<file path="src/rtl/pwm_sample_sched.sv">
// Per-sample scheduler for the PWM DAC: polls NV voices in order, sums their samples,
// applies the gain shift and saturation, and presents the result as offset binary.

module pwm_sample_lane #(
  parameter int SW = 16,
  parameter int AW = 19
) (
  input  logic          sel,
  input  logic          en,
  input  logic          valid,
  input  logic [SW-1:0] data,
  output logic          ready,
  output logic          miss,
  output logic [AW-1:0] term
);
  assign ready = sel & en;
  assign miss  = sel & en & ~valid;
  assign term  = (ready & valid) ? {{(AW-SW){data[SW-1]}}, data} : '0;
endmodule

module pwm_sample_sched #(
  parameter int NV    = 4,
  parameter int SW    = 16,
  parameter int NBITS = 12,
  parameter int SHIFT = 6
) (
  input  logic             sys_clk,
  input  logic             sys_rst,
  input  logic             next_val,
  input  logic [NV*SW-1:0] voice_data,
  input  logic [NV-1:0]    voice_valid,
  output logic [NV-1:0]    voice_ready,
  input  logic [NV-1:0]    voice_en,
  input  logic             mute,
  output logic [NBITS-1:0] data_out,
  output logic             busy,
  output logic             underrun,
  output logic             overrun,
  input  logic             clr_status
);
  localparam int IW = (NV > 1) ? $clog2(NV) : 1;
  localparam int AW = SW + $clog2(NV) + 1;
  localparam logic signed [AW-1:0] HI = AW'((1 << (NBITS-1)) - 1);
  localparam logic signed [AW-1:0] LO = ~HI;
  localparam logic [NBITS-1:0] MID = NBITS'(1 << (NBITS-1));

  typedef enum logic [1:0] {IDLE, FETCH, SCALE, LOAD} state_t;
  state_t state, state_nxt;

  logic [IW-1:0]          idx;
  logic signed [AW-1:0]   acc;
  logic signed [AW-1:0]   shv;
  logic [NBITS-1:0]       sat_q;
  logic [NV-1:0][AW-1:0]  term;
  logic [NV-1:0]          miss;
  logic [AW-1:0]          term_sum;
  logic                   last;

  // Only the lane selected by idx can contribute, so OR-ing the terms is a mux.
  for (genvar gi = 0; gi < NV; gi++) begin : g_lane
    pwm_sample_lane #(.SW(SW), .AW(AW)) u_lane (
      .sel   (state == FETCH && idx == IW'(gi)),
      .en    (voice_en[gi]),
      .valid (voice_valid[gi]),
      .data  (voice_data[gi*SW +: SW]),
      .ready (voice_ready[gi]),
      .miss  (miss[gi]),
      .term  (term[gi])
    );
  end

  always_comb begin
    term_sum = '0;
    for (int i = 0; i < NV; i++) term_sum = term_sum | term[i];
  end

  assign last = (idx == IW'(NV-1));
  assign busy = (state != IDLE);
  assign shv  = acc >>> SHIFT;

  always_ff @(posedge sys_clk or posedge sys_rst) begin
    if (sys_rst) state <= IDLE;
    else         state <= state_nxt;
  end

  always_comb begin
    state_nxt = state;
    case (state)
      IDLE:    if (next_val) state_nxt = FETCH;
      FETCH:   if (last) state_nxt = SCALE;
      SCALE:   state_nxt = LOAD;
      LOAD:    state_nxt = IDLE;
      default: state_nxt = IDLE;
    endcase
  end

  always_ff @(posedge sys_clk or posedge sys_rst) begin
    if (sys_rst) begin
      idx      <= '0;
      acc      <= '0;
      sat_q    <= '0;
      data_out <= MID;
      underrun <= 1'b0;
      overrun  <= 1'b0;
    end else begin
      case (state)
        IDLE: if (next_val) begin
          idx <= '0;
          acc <= '0;
        end
        FETCH: begin
          acc <= acc + $signed(term_sum);
          if (!last) idx <= idx + 1'b1;
        end
        SCALE: sat_q <= (shv > HI) ? HI[NBITS-1:0] :
                        (shv < LO) ? LO[NBITS-1:0] : shv[NBITS-1:0];
        LOAD:  data_out <= mute ? MID : {~sat_q[NBITS-1], sat_q[NBITS-2:0]};
        default: ;
      endcase
      // A set in the same cycle as a clear takes precedence.
      underrun <= (underrun & ~clr_status) | (|miss);
      overrun  <= (overrun  & ~clr_status) | (next_val & busy);
    end
  end
endmodule
</file>
<file path="config.mk">
export PLATFORM = sky130hd
export DESIGN_NAME = pwm_sample_sched
export DESIGN_NICKNAME = d
export VERILOG_FILES = /design/src/rtl/pwm_sample_sched.sv
export SDC_FILE = /design/constraint.sdc
export NUM_CORES = 1
export LEC_CHECK = 0
export CORE_UTILIZATION = 50
export CTS_CLUSTER_SIZE = 24
export DETAILED_ROUTE_END_ITERATION = 8
export DONT_BUFFER_PORTS = 1
export HOLD_SLACK_MARGIN = 0.12
export SLEW_MARGIN = 20
export SYNTH_ARGS = -nofsm -noshare
export SYNTH_HDL_FRONTEND = slang
export SYNTH_SLANG_ARGS = --single-unit
</file>
<file path="constraint.sdc">
create_clock -name sys_clk -period 3.91 [get_ports sys_clk]
set_input_delay 0.782 -clock sys_clk [delete_from_list [all_inputs] [get_ports sys_clk]]
set_output_delay 0.782 -clock sys_clk [all_outputs]
set_load 0.01 [all_outputs]
</file>
==> results.py, run 1 <==
metrics = {
    "logic_synthesis": {
        "synth-edff-count": 0,
        "synth_ff_type": "dfrtp_1",
        "synthesis.nets": 498,
        "ys_async_sr_fraction_pct": 100.0,
        "synth.ff_latch_count": 49,
        "syn_inst": 392,
        "ys.warnings.count": 0,
        "ys_types": 51,
        "ys_seq_area_share_pct": 35.61,
        "avgSynthCellArea_um2": 8.794,
        "synthesis.area_um2": 3447,
    },
    "drt": {
        "ant_nets": 0,
        "drc_errors": 0,
        "drt-initial-drc-count": 45,
        "num_vias": 2687,
        "wirelength_mm": 6.867,
        "drt_pass1_iterations": 5,
        "viasPerCell": 5.880,
        "wl_per_cell_um": 15.03,
    },
    "run_status": {
        "status": "complete, no violations",
    },
    "global_routing": {
        "grt_pass1_vias": 2465,
        "antenna_found_initial": 0,
        "grt_start_max_net_pins": 50,
        "gr-usage-met3_pct": 3.016,
        "grt_overflow": 0,
        "global_route.usage.met2_pct": 32.40,
        "grt.busiest_layer": "met2",
        "grt_use_met1_pct": 27.70,
        "grt_pass1_wl_mm": 11.55,
        "grt.total_usage_pct": 19.80,
    },
    "clock_network": {
        "cts.hold.buffers_added": 0,
        "cts_buffers": 5,
        "clockBufferDepth": 2,
        "cts-htree-levels": 2,
        "clkTransAtPathRegs_ns": 0.09,
        "cts_tree": "done",
        "clock_sinks": 49,
        "ctsResizeCount": 0,
        "clk_latency_ns": 0.30,
        "cts_setup_buffers": 0,
        "clock-root-buffer": "clkbuf_8",
    },
    "place": {
        "numPortBuffers": 0,
        "place_congestion": 0.8125,
        "placedInstanceArea_um2": 3456,
        "post-dp-hpwl_mm": 5.287,
    },
    "power_and_ir_drop": {
        "powerDensity_nw_per_um2": 548.8,
        "p_comb_share_pct": 42.4,
        "internal_power_mw": 1.115,
        "total_power_mw": 1.948,
        "power_frac_seq_pct": 42.4,
        "vdd_drop_max_mv": 0.2208,
        "power_switching_share_pct": 42.75,
        "leakage_nw": 1.667,
        "clkPwrFrac_pct": 15.2,
        "p_sw_uw": 832.8,
    },
    "timing": {
        "fmax_mhz": 274.7,
        "period_share_pct": 93.10,
        "tightest_slew_ns": 0.8400,
        "finalSetupViolCount": 0,
        "setup_tns_ns": 0,
        "hold_viol": 0,
        "period_minus_slack_ns": 3.640,
        "relSlewSlack_pct": 43.93,
        "skew_ns": 0.01519,
        "rsz0062_at_grt": "no",
        "slew_viol_final": 0,
    },
    "worst_setup_path": {
        "cpMaxStageDelayCell": "dfrtp_1",
        "crit_path_cell_trace": "inv_1, ha_1, and3_4, and2_1, buf_4, a22oi_1, nand2_1, ha_1, a21o_1, a31oi_1, o21ai_0, a21oi_1, nand3_1, a31o_1, a21o_1",
        "start_kind": "flop",
        "max_stage_delay_ns": 0.41,
        "worstPathRequired_ns": 4.11,
        "cp-end-kind": "flop",
        "cp_data_arrival_time_ns": 3.84,
        "critPathMaxFanout": 10,
        "crit_type": "flop to flop",
    },
    "cells_and_area": {
        "utilization_pct": 54.65,
        "antenna_cells": 0,
        "area_delta_synth_final_pct": 2.976,
        "fillCellCount": 611,
        "layout.nets": 485,
        "drive_gt1_share_pct": 8.158,
        "layout_commonest_cell": "nand2_1",
        "layout_common_cells": "nand2_1 (58), dfrtp_1 (48), inv_1 (37)",
        "fin_area_um2": 3550,
    },
    "floorplanning": {
        "pin_count": 96,
        "die_h_um": 85.03,
        "core_area_um2": 6495,
        "dieArea_um2": 7230,
        "start_util_pct": 53.07,
        "rows": 29,
        "die_width_um": 85.03,
    },
    "job": {
        "cap_violations": 0,
    },
    "hold_path": {
        "hold_path.class": "flop to flop",
    },
}
==> worst paths after layout <==
| kind | start | end | slack [ns] | cells after the start |
|---|---|---|---|---|
| max | state[1]$_DFFE_PP0P_ | acc[18]$_DFFE_PP0P_ | 0.27 | 15 |
| min | sat_q[0]$_DFFE_PP0P_ | data_out[0]$_DFFE_PP0N_ | 0.48 | 2 |
| max reg2reg | state[1]$_DFFE_PP0P_ | acc[18]$_DFFE_PP0P_ | 0.27 | 15 |
| min reg2reg | sat_q[0]$_DFFE_PP0P_ | data_out[0]$_DFFE_PP0N_ | 0.48 | 2 |
| max in group asynchronous | sys_rst | data_out[0]$_DFFE_PP0N_ | 2.91 | 1 |
| min in group asynchronous | sys_rst | acc[9]$_DFFE_PP0P_ | 0.50 | 1 |
==> final cells by class <==
cell class                      instances  area, µm²  share of cell area, %
Tap cell                               77      96.34                  2.714
Timing Repair Buffer                    5      37.54                  1.057
Sequential cell                        49       1227                  34.58
Clock inverter                          3      22.52                 0.6345
Multi-Input combinational cell        280       1953                  55.02
Inverter                               38      143.9                  4.054
Clock buffer                            5      68.82                  1.939
==> metrics by stage <==
stage,hold slack [ns],setup WS (ns),instances
after floorplan,0.4460,0.3914,392
after global placement,0.4677,0.3265,449
after global routing,0.5129,0.01754,457
after detailed placement,0.4717,0.2572,449
final,0.4844,0.2698,457
after CTS,0.4928,0.2206,457
==> kinds of logic after synthesis <==
| logic type | after synthesis | share of synthesized area (%) |
|---|---|---|
| AO/OA/AOI/OAI | 141 | 27.77 |
| AND/OR/NAND/NOR | 88 | 12.05 |
| buffers and inverters | 63 | 7.767 |
| flip-flops | 49 | 35.61 |
| adder cells (fa/ha/maj) | 32 | 11.62 |
| XOR/XNOR | 14 | 3.557 |
| multiplexers | 5 | 1.633 |
==> worst max-delay path: cells and delay by family, from the launching register on <==
family                     cells  cell delay, ns
AOI/OAI and AO/OA              7            1.32
adders and majority gates      2            0.63
buffers and inverters          2            0.36
DFF                            1            0.41
and+or+nand+nor                4            0.83
==> metal layers <==
| layer | vias up | part of all wire, % | wire length, µm |
|---|---|---|---|
| met5 | - | 0 | 0 |
| met4 | 0 | 0.86 | 59 |
| met3 | 5 | 4.3 | 296 |
| met2 | 89 | 43 | 2978 |
| met1 | 1230 | 51 | 3533 |
| li1 | 1363 | - | - |
==> power groups by stage <==
stage               Sequential, mW  Combinational, mW  Clock [mW]
finish                       0.826              0.825       0.297
global route                 0.850              0.953       0.328
CTS                          0.826              0.831       0.310
detailed placement           0.835              0.829           0
global placement             0.832              0.816           0
floorplan                    0.792              0.689           0
==> state kept, by name, indices dropped and copies added, names as in the netlist <==
| signal | count |
|---|---|
| overrun | 1 |
| idx | 2 |
| underrun | 1 |
| state | 2 |
| data_out | 12 |
| acc | 19 |
| sat_q | 12 |
==> cell usage after synthesis, types with 4 or more instances <==
cell type	instances	area share, %
xnor2_1	9	2.3
a21o_1	11	2.4
nand2_1	58	6.3
o22ai_1	8	1.5
and3_1	5	0.91
and2_1	5	0.91
a22oi_1	31	6.8
dfrtp_1	48	35
a22o_1	4	1.0
ha_1	28	10
xor2_1	5	1.3
o21ai_0	32	4.6
o211ai_1	11	2.4
inv_1	38	4.1
o21ai_1	7	1.0
clkbuf_1	18	2.0
a21oi_1	15	2.2
buf_4	4	0.87
mux2_2	4	1.3
nor2b_1	4	0.73
Power figures use the tool's default switching activity.
==> run 2, diff against run 1 <==
--- a/config.mk
+++ b/config.mk
@@ -5,7 +5,8 @@
 export SDC_FILE = /design/constraint.sdc
 export NUM_CORES = 1
 export LEC_CHECK = 0
-export CORE_UTILIZATION = 50
+export CORE_MARGIN = 10
+export CORE_UTILIZATION = 41
 export CTS_CLUSTER_SIZE = 24
 export DETAILED_ROUTE_END_ITERATION = 8
 export DONT_BUFFER_PORTS = 1
==> run 2 against run 1 <==
  * First-iteration DRC count rose to 3.9 times the previous value
  * Sequential power up 0.6%
  * Clock skew down 0.0081 ns
  * Register-to-register slack better by 0.02 ns
  * Core utilization down 11 points
  * Combinational power about the same
  * Clock-buffer cell count unchanged
  * Design area up 1.2%
  * Critical endpoint is now acc[16]$_DFFE_PP0P_
  * Largest power group unchanged
  * Highest routed layer unchanged
==> results.py, run 2 (same netlist as run 1, synthesis figures left out) <==
metrics = {
    "run_status": {
        "status": "complete, no violations",
    },
    "global_routing": {
        "grt.total_usage_pct": 12.67,
        "antenna_found_initial": 0,
        "grt_overflow": 0,
        "grt_start_max_net_pins": 50,
        "grt_pass1_wl_mm": 13.76,
        "grt_pass1_vias": 2839,
    },
    "clock_network": {
        "clockBufferDepth": 2,
        "clk_latency_ns": 0.30,
        "clkTransAtPathRegs_ns": 0.10,
        "cts_buffers": 5,
        "cts-htree-levels": 2,
        "cts_tree": "done",
        "clock-root-buffer": "clkbuf_8",
        "clock_sinks": 49,
    },
    "cells_and_area": {
        "area_delta_synth_final_pct": 4.211,
        "layout.nets": 486,
        "largestRegisters": "acc (19), data_out (12), sat_q (12)",
        "largest_register": "acc",
        "layout_commonest_cell": "nand2_1",
        "antenna_cells": 0,
        "largest_reg_flops": 19,
        "drive_gt1_share_pct": 8.399,
        "fin_area_um2": 3592,
        "fillCellCount": 816,
        "layout_common_cells": "nand2_1 (58), dfrtp_1 (48), inv_1 (37)",
    },
    "place": {
        "place_congestion": 0.8853,
        "numPortBuffers": 0,
        "post-dp-hpwl_mm": 6.445,
        "placedInstanceArea_um2": 3498,
        "pre_cts_ws_ns": 0.2379,
    },
    "worst_setup_path": {
        "rrSetupSlack_ns": 0.29,
        "worstPathRequired_ns": 4.11,
        "cp_data_arrival_time_ns": 3.82,
        "r2r_cells": 14,
        "critPathMaxFanout": 10,
        "crit_type": "flop to flop",
        "endpoint": "acc[16]$_DFFE_PP0P_",
        "reg2reg_from": "state[1]$_DFFE_PP0P_",
        "crit_path_start": "state[1]$_DFFE_PP0P_",
        "cp-end-kind": "flop",
        "start_kind": "flop",
        "r2r_end": "acc[16]$_DFFE_PP0P_",
    },
    "timing": {
        "fin_ws_ns": 0.2933,
        "rsz0062_at_grt": "no",
        "period_minus_slack_ns": 3.617,
        "fmax_mhz": 276.5,
        "fin_hold_ws_ns": 0.4996,
        "tightest_slew_ns": 0.8865,
        "period_share_pct": 92.50,
        "finalSetupViolCount": 0,
        "setup_tns_ns": 0,
        "slew_viol_final": 0,
        "skew_ns": 0.007079,
        "hold_viol": 0,
        "relSlewSlack_pct": 40.90,
    },
    "floorplanning": {
        "start_util_pct": 41.95,
        "die_h_um": 111.7,
        "dieArea_um2": 12470,
        "die_width_um": 111.7,
        "pin_count": 96,
        "core_area_um2": 8217,
        "rows": 33,
    },
    "drt": {
        "drc_errors": 0,
        "viasPerCell": 5.510,
        "ant_nets": 0,
        "drt_pass1_iterations": 5,
        "num_vias": 2678,
        "wirelength_mm": 8.131,
        "wl_per_cell_um": 16.73,
        "drt-initial-drc-count": 177,
    },
    "job": {
        "cap_violations": 0,
    },
    "hold_path": {
        "hold_path.class": "input pin to async pin",
    },
    "power_and_ir_drop": {
        "vdd_drop_max_mv": 0.1880,
        "powerDensity_nw_per_um2": 547.0,
        "leakage_nw": 1.672,
    },
}
run 2: per-layer routing:
layer | vias to the layer above | GRT usage (%) | wire length (µm)
met1 | 1218 | 17.21 | 4144
met3 | 2 | 3.006 | 516
met2 | 91 | 19.43 | 3425
met5 | - | 0 | 0
li1 | 1367 | - | -
met4 | 0 | 3.685 | 45
run 2: area by class of cell:
| cell class | instances | area, µm² | area share [%] |
|---|---|---|---|
| Timing Repair Buffer | 6 | 45.04 | 1.254 |
| Tap cell | 105 | 131.4 | 3.657 |
| Clock buffer | 5 | 68.82 | 1.916 |
| Multi-Input combinational cell | 280 | 1953 | 54.37 |
| Sequential cell | 49 | 1227 | 34.17 |
| Clock inverter | 3 | 22.52 | 0.6270 |
| Inverter | 38 | 143.9 | 4.006 |
run 2: power by group:
part	switching (mW)	internal, mW	leakage (nW)	total [mW]
logic	0.508	0.317	0.969	0.825
clock network	0.183	0.126	0.0364	0.309
registers	0.159	0.672	0.666	0.831
run 2: how the worst min path moves through the flow:
stage	endpoint	slack, ns	cells after the start
final	overrun$_DFF_PP0_	0.50	1
after global routing	data_out[5]$_DFFE_PP0N_	0.54	1
after CTS	data_out[0]$_DFFE_PP0N_	0.51	2
after detailed placement	data_out[0]$_DFFE_PP0N_	0.49	2
after global placement	data_out[0]$_DFFE_PP0N_	0.47	2
after floorplan	data_out[0]$_DFFE_PP0N_	0.45	2
run 2: worst max-delay path, stage by stage (launching register included):
cell and delay, ns:
dfrtp_1 0.41, inv_1 0.11, ha_1 0.34, and3_4 0.26, and2_1 0.33, buf_4 0.24, a22oi_1 0.10, nand2_1 0.08
ha_1 0.27, and3_1 0.16, a221o_1 0.38, o21ai_2 0.17, a21oi_1 0.10, or3_1 0.32, a32o_1 0.25
run 2: what timing repair did:
action / in CTS / in global routing
setup endpoints to repair: 0 / 4
gates resized for setup: 0 / 1
hold endpoints to repair: 0 / 0
buffers inserted: 0 / 0
hold buffers: 0 / 0
run 2: per-stage QoR:
stage / utilization, % / cells / power, mW
finish: 43.72 / 486 / 1.965
global route: 43.72 / 486 / 2.143
CTS: 43.69 / 486 / 1.990
detailed placement: 42.58 / 478 / 1.679
global placement: 42.58 / 478 / 1.651
floorplan: - / 392 / 1.480
==> run 3, diff against run 2 <==
--- a/config.mk
+++ b/config.mk
@@ -6,10 +6,11 @@
 export NUM_CORES = 1
 export LEC_CHECK = 0
 export CORE_MARGIN = 10
-export CORE_UTILIZATION = 41
+export CORE_UTILIZATION = 50
 export CTS_CLUSTER_SIZE = 24
 export DETAILED_ROUTE_END_ITERATION = 8
 export DONT_BUFFER_PORTS = 1
+export GPL_TIMING_DRIVEN = 0
 export HOLD_SLACK_MARGIN = 0.12
 export SLEW_MARGIN = 20
 export SYNTH_ARGS = -nofsm -noshare
==> run 3 against run 2 <==
  * Sequential share of layout area down 1.0 points
  * Largest cell class unchanged
  * Core utilization up 11 points
  * Routed wire length down 0.79%
  * Flip-flop and latch count unchanged
  * Non-clock buffer count up 18
  * Worst setup slack worse by 0.046 ns
==> results.py, run 3 (same netlist as run 1, synthesis figures left out) <==
metrics = {
    "hold_path": {
        "hold_path.class": "input pin to async pin",
    },
    "place": {
        "placedInstanceArea_um2": 3567,
        "dp_cells": 473,
        "numPortBuffers": 0,
        "post-dp-hpwl_mm": 6.687,
        "place_congestion": 0.8155,
    },
    "clock_network": {
        "cts-htree-levels": 2,
        "clk_latency_ns": 0.31,
        "cts_buffers": 5,
        "clock-root-buffer": "clkbuf_8",
        "clockBufferDepth": 2,
        "clkTransAtPathRegs_ns": 0.10,
        "cts_tree": "done",
        "clock_sinks": 49,
    },
    "timing": {
        "skew_ns": 0.01200,
        "rsz0062_at_grt": "no",
        "fmax_mhz": 273.0,
        "relSlewSlack_pct": 67.37,
        "tightest_slew_ns": 0.4887,
        "period_minus_slack_ns": 3.663,
        "fin_hold_ws_ns": 0.3709,
        "finalSetupViolCount": 0,
        "hold_viol": 0,
        "slew_viol_final": 0,
        "setup_tns_ns": 0,
        "period_share_pct": 93.67,
    },
    "power_and_ir_drop": {
        "powerDensity_nw_per_um2": 558.1,
        "total_power_mw": 2.069,
        "leakage_nw": 1.748,
        "vdd_drop_max_mv": 0.2443,
    },
    "worst_setup_path": {
        "worstPathRequired_ns": 4.11,
        "crit_top_cell": "ha_1",
        "cpMaxStageDelayCell": "a221o_1",
        "crit_path_cell_trace": "inv_1, ha_1, buf_6, and3_4, and2_1, buf_2, clkbuf_4, a22oi_1, nand2_1, ha_1, and3_1, a221o_1, o21ai_2, a21oi_1, or3_1, a32o_1",
        "r2r_cells": 16,
        "crit_type": "flop to flop",
        "cp_top_family": "compound AO/OA/AOI/OAI gates",
        "cp_num_buf_inv": 4,
        "start_kind": "flop",
        "cp-end-kind": "flop",
        "max_stage_delay_ns": 0.41,
        "crit_cells": 16,
        "cp_data_arrival_time_ns": 3.86,
        "critPathMaxFanout": 10,
    },
    "floorplanning": {
        "core_area_um2": 6756,
        "pin_count": 96,
        "die_h_um": 103.0,
        "start_util_pct": 51.02,
        "dieArea_um2": 10620,
        "rows": 30,
        "die_width_um": 103.0,
    },
    "drt": {
        "drc_errors": 0,
        "ant_nets": 0,
        "wl_per_cell_um": 16.84,
        "drt-initial-drc-count": 102,
        "num_vias": 2742,
        "wirelength_mm": 8.067,
        "viasPerCell": 5.724,
        "drt_pass1_iterations": 4,
    },
    "run_status": {
        "status": "complete, no violations",
    },
    "cells_and_area": {
        "largestRegisters": "acc (19), data_out (12), sat_q (12)",
        "layoutNonFillerInstCount": 479,
        "fin_area_um2": 3706,
        "layout.nets": 504,
        "largest_register": "acc",
        "layout_common_cells": "nand2_1 (58), dfrtp_1 (48), inv_1 (37)",
        "drive_gt1_share_pct": 10.28,
        "antenna_cells": 0,
        "area_delta_synth_final_pct": 7.513,
        "largest_reg_flops": 19,
        "layout_commonest_cell": "nand2_1",
    },
    "global_routing": {
        "grt_pass1_wl_mm": 14.02,
        "antenna_found_initial": 0,
        "grt_overflow": 0,
        "grt.total_usage_pct": 16.32,
        "grt_pass1_vias": 2943,
        "grt_start_max_net_pins": 29,
    },
    "job": {
        "cap_violations": 0,
    },
}
run 3: cell count changes in the layout (fill, tap and decap cells not counted), sizes merged:
| cell | before | now |
|---|---|---|
| clkbuf | 5 | 19 |
| clkinv | 1 | 0 |
| buf | 6 | 11 |
| bufinv | 0 | 1 |
| inv | 37 | 38 |
| clkinvlp | 3 | 1 |
run 3: power by group:
| part | total, mW | internal [mW] | switching [mW] |
|---|---|---|---|
| Combinational | 0.859 | 0.341 | 0.519 |
| Clock | 0.379 | 0.208 | 0.171 |
| Sequential | 0.830 | 0.672 | 0.158 |
| Total | 2.07 | 1.22 | 0.848 |
run 3: cell type report:
type	instances	area, µm²
Tap cell	80	100.1
Sequential cell	49	1227
Buffer	21	115.1
Clock buffer	6	82.58
Clock inverter	2	37.54
Inverter	38	142.6
Multi-Input combinational cell	280	1966
Timing Repair Buffer	3	35.03
Fill cell	618	3050
run 3: repair_timing:
action / 4_1_cts / 5_1_grt
hold buffers: 0 / 0
pin swaps: 0 / 1
gates resized for setup: 2 / 9
setup buffers: 0 / 2
endpoints found under the setup margin: 3 / 10
hold endpoints to repair: 0 / 0
run 3: worst paths after layout:
kind | to | slack, ns | from
worst min register to register | data_out[2]$_DFFE_PP0N_ | 0.49 | sat_q[2]$_DFFE_PP0P_
worst min-delay path | idx[1]$_DFFE_PP0P_ | 0.37 | sys_rst
worst max-delay path | acc[16]$_DFFE_PP0P_ | 0.25 | state[1]$_DFFE_PP0P_
worst max register to register | acc[16]$_DFFE_PP0P_ | 0.25 | state[1]$_DFFE_PP0P_
max in group asynchronous | data_out[11]$_DFFE_PP1N_ | 2.95 | sys_rst
min in group sys_clk | data_out[2]$_DFFE_PP0N_ | 0.49 | sat_q[2]$_DFFE_PP0P_
run 3: metrics by stage:
step | setup WS, ns | util [%]
floorplan | 0.3914 | -
global placement | -0.1101 | 52.50
detailed placement | -0.1660 | 52.80
CTS | 0.04394 | 54.56
global route | 0.01713 | 54.85
finish | 0.2474 | 54.85
run 3: routing by layer:
layer  GRT usage [%]  vias up  share of wire [%]
met5               0        -                  0
met4           4.171        0               0.93
met2           26.33       91                 45
met3           3.351        6                4.9
met1           21.69     1241                 49
li1                -     1404                  -
